==> config.mk <==
export PLATFORM = sky130hd
export DESIGN_NAME = bus_master_initiator
export DESIGN_NICKNAME = d
export VERILOG_FILES = /design/src/rtl/bus_master_initiator.sv
export SDC_FILE = /design/constraint.sdc
export NUM_CORES = 1
export LEC_CHECK = 0
export CAP_MARGIN = 25
export CORE_ASPECT_RATIO = 1.25
export CORE_MARGIN = 2
export CORE_UTILIZATION = 45
export CTS_CLUSTER_DIAMETER = 120
export CTS_CLUSTER_SIZE = 8
export DETAILED_ROUTE_END_ITERATION = 10
export PLACE_DENSITY_LB_ADDON = 0.12
export SLEW_MARGIN = 0
export SYNTH_ARGS = -nofsm -noshare
export SYNTH_HDL_FRONTEND = slang
export SYNTH_SLANG_ARGS = --single-unit
==> constraint.sdc <==
create_clock -name MCLK_IN -period 3.43 [get_ports MCLK_IN]
set_input_delay 0.343 -clock MCLK_IN [delete_from_list [all_inputs] [get_ports MCLK_IN]]
set_output_delay 0.343 -clock MCLK_IN [all_outputs]
set_load 0.05 [all_outputs]
==> src/rtl/bus_master_initiator.sv <==
// bus_master_initiator: 68000-style single-transfer bus master (BR/BG/BGACK arbitration, AS/UDS/LDS cycle).
// Define BUS_TIMEOUT_EN to abort on a missing grant or acknowledge after TIMEOUT_CYCLES.
module bus_master_initiator #(
  parameter int SETUP_CYCLES   = 1,
  parameter int HOLD_CYCLES    = 1,
  parameter int TIMEOUT_CYCLES = 255
) (
  input  logic        MCLK_IN,
  input  logic        RESET_n_IN,
  input  logic        REQ_IN,
  input  logic        REQ_WR_IN,
  input  logic        REQ_UDS_IN,
  input  logic        REQ_LDS_IN,
  input  logic [23:0] REQ_ADDR_IN,
  input  logic [15:0] REQ_WDATA_IN,
  input  logic        BG_IN,
  input  logic        CPU_AS_IN,
  input  logic        DTACK_IN,
  input  logic        BERR_IN,
  input  logic [15:0] DATA_IN,
  output logic        BUSY,
  output logic        DONE,
  output logic        ERROR,
  output logic [15:0] RDATA,
  output logic        BUS_REQUEST,
  output logic        BUS_GRANT_ACK,
  output logic        AS,
  output logic        UDS,
  output logic        LDS,
  output logic        WR,
  output logic [23:0] ADDR,
  output logic        ADDR_OE,
  output logic [15:0] DATA_OUT,
  output logic        DATA_OE
);
  typedef enum logic [2:0] {IDLE, REQUEST, SETUP, STROBE, WAITACK, RELEASE, FINISH} state_t;
  state_t state, nxt;
  logic [3:0] cnt;
  logic wr, uds, lds, err, ill, to, own, strb;
  logic [23:0] addr;
  logic [15:0] wdata;
  assign ill = !REQ_UDS_IN && !REQ_LDS_IN;
`ifdef BUS_TIMEOUT_EN
  localparam int TW = $clog2(TIMEOUT_CYCLES + 1) > 8 ? $clog2(TIMEOUT_CYCLES + 1) : 8;
  logic [TW-1:0] tmo;
  assign to = tmo == TW'(TIMEOUT_CYCLES - 1);
  always_ff @(posedge MCLK_IN)
    tmo <= (!RESET_n_IN || state != nxt) ? '0 : tmo + 1'b1;
`else
  assign to = 1'b0;
`endif
  always_ff @(posedge MCLK_IN)
    state <= !RESET_n_IN ? IDLE : nxt;
  always_comb begin
    nxt = state;
    case (state)
      IDLE:    nxt = REQ_IN ? (ill ? FINISH : REQUEST) : IDLE;
      REQUEST: nxt = (BG_IN && !CPU_AS_IN) ? SETUP : (to ? FINISH : REQUEST);
      SETUP:   nxt = cnt == 4'(SETUP_CYCLES - 1) ? STROBE : SETUP;
      STROBE:  nxt = (!wr || cnt == 4'd1) ? WAITACK : STROBE;
      WAITACK: nxt = (BERR_IN || DTACK_IN || to) ? RELEASE : WAITACK;
      RELEASE: nxt = cnt == 4'(HOLD_CYCLES - 1) ? FINISH : RELEASE;
      default: nxt = IDLE;
    endcase
  end
  always_ff @(posedge MCLK_IN) begin
    if (!RESET_n_IN) begin
      cnt   <= '0;
      wr    <= 1'b0;
      uds   <= 1'b0;
      lds   <= 1'b0;
      addr  <= '0;
      wdata <= '0;
      err   <= 1'b0;
      RDATA <= '0;
    end else begin
      cnt <= state != nxt ? '0 : cnt + 4'd1;
      if (state == IDLE && REQ_IN) begin
        wr    <= REQ_WR_IN;
        uds   <= REQ_UDS_IN;
        lds   <= REQ_LDS_IN;
        addr  <= REQ_ADDR_IN;
        wdata <= REQ_WDATA_IN;
        err   <= ill;
      end
      if (state == REQUEST && nxt == FINISH)
        err <= 1'b1;
      // BERR has priority; a read captures data only on a clean DTACK
      if (state == WAITACK) begin
        if (BERR_IN)
          err <= 1'b1;
        else if (DTACK_IN)
          RDATA <= wr ? RDATA : DATA_IN;
        else if (to)
          err <= 1'b1;
      end
    end
  end
  always_comb begin
    own           = state inside {SETUP, STROBE, WAITACK, RELEASE};
    strb          = state == WAITACK || (state == STROBE && (!wr || cnt == 4'd1));
    BUSY          = state != IDLE && state != FINISH;
    DONE          = state == FINISH;
    ERROR         = DONE && err;
    BUS_REQUEST   = state == REQUEST;
    BUS_GRANT_ACK = own;
    ADDR_OE       = own;
    DATA_OE       = own && wr;
    WR            = own && wr;
    AS            = state == STROBE || state == WAITACK;
    UDS           = strb && uds;
    LDS           = strb && lds;
    ADDR          = own ? (addr & 24'hFFFFFE) : '0;
    DATA_OUT      = (own && wr) ? wdata : '0;
  end
endmodule
==> results_dict.tcl <==
set metrics [dict create \
    slew_violations 0 \
    critical-path-top-delay-family "buffers and inverters" \
    cts_tree "done" \
    grt_overflow 0 \
    start_kind "flip-flop" \
    drive_gt1_share_pct 6.04 \
    ant_nets 0 \
    design_area_um2 4590 \
    end_kind "primary output" \
    hold_viol 0 \
    hpwl_um 5210 \
    hp-start "wdata[11]" \
    crit_type "flip-flop to primary output" \
    via_per_inst 4.91 \
    drt-pass1-iter-count 4 \
    gp_congestion 0.828 \
    place_area_um2 4400 \
    grt_pass1_wl_um 12700 \
    coreArea_um2 6650 \
    multi_input_area_um2 1620 \
    nets 544 \
    die_h_um 97.0 \
    start_util_pct 46.9 \
    cts_resized 0 \
    numClockSinks 66 \
    arrival_ns 2.62 \
    diodes 0 \
    worstMarginPinSlew_ns 0.915 \
    final_common_cell "clkdlybuf4s50_1" \
    synth_area_um2 3120 \
    avgRoutedWirePerCell_um 13.6 \
    drc 0 \
    period_share_pct 86.3 \
    cap_violations 0 \
    vias 2785 \
    grt_antenna_before_repair 0 \
    skew_ns 0.0100 \
    ys_seq_area_share_pct 42.4 \
    crit_chain "ha_1 > nor4bb_1 > a21oi_1 > o21ai_0 > and2_1 > clkdlybuf4s50_1" \
    layout_common_cells "clkdlybuf4s50_1, nand2_1, dfxtp_1" \
    postSynthCellCount 360 \
    worst-path-buf-inv 1 \
    root_buffer "clkbuf_8" \
    ys_types 41 \
    power_density_nw_per_um2 489 \
    max_freq_ghz 0.338 \
    hold_path_class "flip-flop to flip-flop" \
    synth_fp_nets 429 \
    worstSetupStartpoint "cnt[0]" \
    die_w_um 78.4 \
    postCtsSetupBuffers 0 \
    grt_pass1_vias 2779 \
    clockBufferDepth 2 \
    ys_ff_latch 66 \
    area_delta_synth_final_pct 47.4 \
    relSlewSlack_pct 39.0 \
    insertion_delay_ns 0.34 \
    htree_levels 3 \
    grt_setup_unrepaired "no" \
    die_area_um2 7610 \
    ys_warn_count 0 \
    fin_crit_ns 2.96 \
    row_count 33 \
    max_stage_delay_ns 0.79 \
    timing.setup.tns_ns 0 \
    fill_cells 550 \
    synth.avg_cell_area_um2 8.66 \
    seq_area_um2 1320 \
    postCtsHoldBufs 0 \
    worstPathMaxFanout 5 \
    clk_pin_slew_ns 0.07 \
    r2r-start "state[1]" \
    boundaryPins 133 \
    crit_slowest_cell "clkdlybuf4s50_1" \
    worstPathRequired_ns 3.09 \
    leakage_nw 1.85 \
    numCtsBuffers 9 \
    routed_wl_um 7710 \
    grt_max_degree 64 \
    track_usage_pct 20.8 \
    portBuffers 130 \
    holdWs_ns 0.449 \
    status "finished, final reports clean" \
    setup_violations 0 \
    drt_iter0_markers 117 \
    peakVddDrop_v 0.000304 \
]
[logic make-up after synthesis]
kind of cell | synth area share (%)
xor gates and xnor gates | 0.843
and+or+nand+nor | 30.1
muxes | 5.14
other | 0.120
adders and majority gates | 1.20
AOI/OAI and AO/OA | 14.2
buffers and inverters | 6.02
DFF | 42.4
[report_power, final]
| group | switching (mW) | internal [mW] | total (mW) | leakage [nW] |
|---|---|---|---|---|
| Combinational | 0.424 | 0.281 | 0.704 | 1.22 |
| Clock | 0.289 | 0.356 | 0.645 | 0.0966 |
| Sequential | 0.0516 | 0.846 | 0.898 | 0.539 |
[area by class of cell]
type | instances | share of cell area (%)
inverters | 7 | 0.572
well taps | 87 | 2.37
multi-input cells | 257 | 35.2
repair buffers | 134 | 28.9
clock buffers | 12 | 3.16
clock inverters | 4 | 1.12
flip-flops and latches | 66 | 28.8
[final timing paths]
kind	slack, ns	endpoint	cells after the start
max	0.47	UDS	6
max reg2reg	1.35	cnt[2]	4
min reg2reg	0.45	wdata[11]	2
min	0.45	wdata[11]	2
[metal layers]
layer / vias up / track usage (%) / part of all wire (%)
li1: 1404 / - / -
met5: - / 0 / 0
met1: 1272 / 23.4 / 42
met2: 97 / 35.7 / 48
met4: 0 / 8.50 / 1.7
met3: 12 / 7.09 / 8.0
[Yosys cell counts, drive strengths merged]
cell,instances,area [µm²]
nor2b,19,119
nor3b,4,30.0
and2,27,169
dfxtp,66,1320
nand3,1,5.00
or4b,1,13.8
nor3,1,5.00
conb,1,3.75
o31a,2,17.5
xor2,2,17.5
or3b,1,11.3
xnor2,1,8.76
a32oi,1,8.76
o221a,1,20.0
a31o,1,8.76
and3,16,100
nor2,4,15.0
nand4b,1,23.8
nor4bb,2,20.0
nor4b,2,38.8
ha,3,37.5
a21oi,1,5.00
a21boi,42,315
buf,10,86.3
o21a,1,7.51
clkbuf,20,75.1
o21ai,5,25.0
inv,7,26.3
o22ai,1,20.0
nor4,3,18.8
a31oi,1,6.26
or4,1,11.3
nand2b,2,12.5
a211oi,1,7.51
nand2,92,345
mux2i,16,160
[worst min-delay path, cell delays in order, from the launching register on]
cell and delay (ns):
dfxtp_1 0.31, nand2_1 0.05, a21boi_1 0.05
[flip-flops by register name (all words and copies together), names as in the netlist]
register  flops
addr         23
wdata        16
uds           1
err           1
RDATA        16
lds           1
state         3
cnt           4
wr            1
[stage by stage]
step | power [mW] | setup slack, ns | util (%) | instances
6_report | 2.25 | 0.469 | 69.1 | 567
5_1_grt | 2.37 | 0.307 | 69.1 | 567
4_1_cts | 2.27 | 0.477 | 69.1 | 567
3_5_place_dp | 1.63 | 0.853 | 66.2 | 551
3_3_place_gp | 1.61 | 0.874 | 66.2 | 551
2_1_floorplan | 1.39 | 0.827 | - | 360
Power figures use the tool's default switching activity.
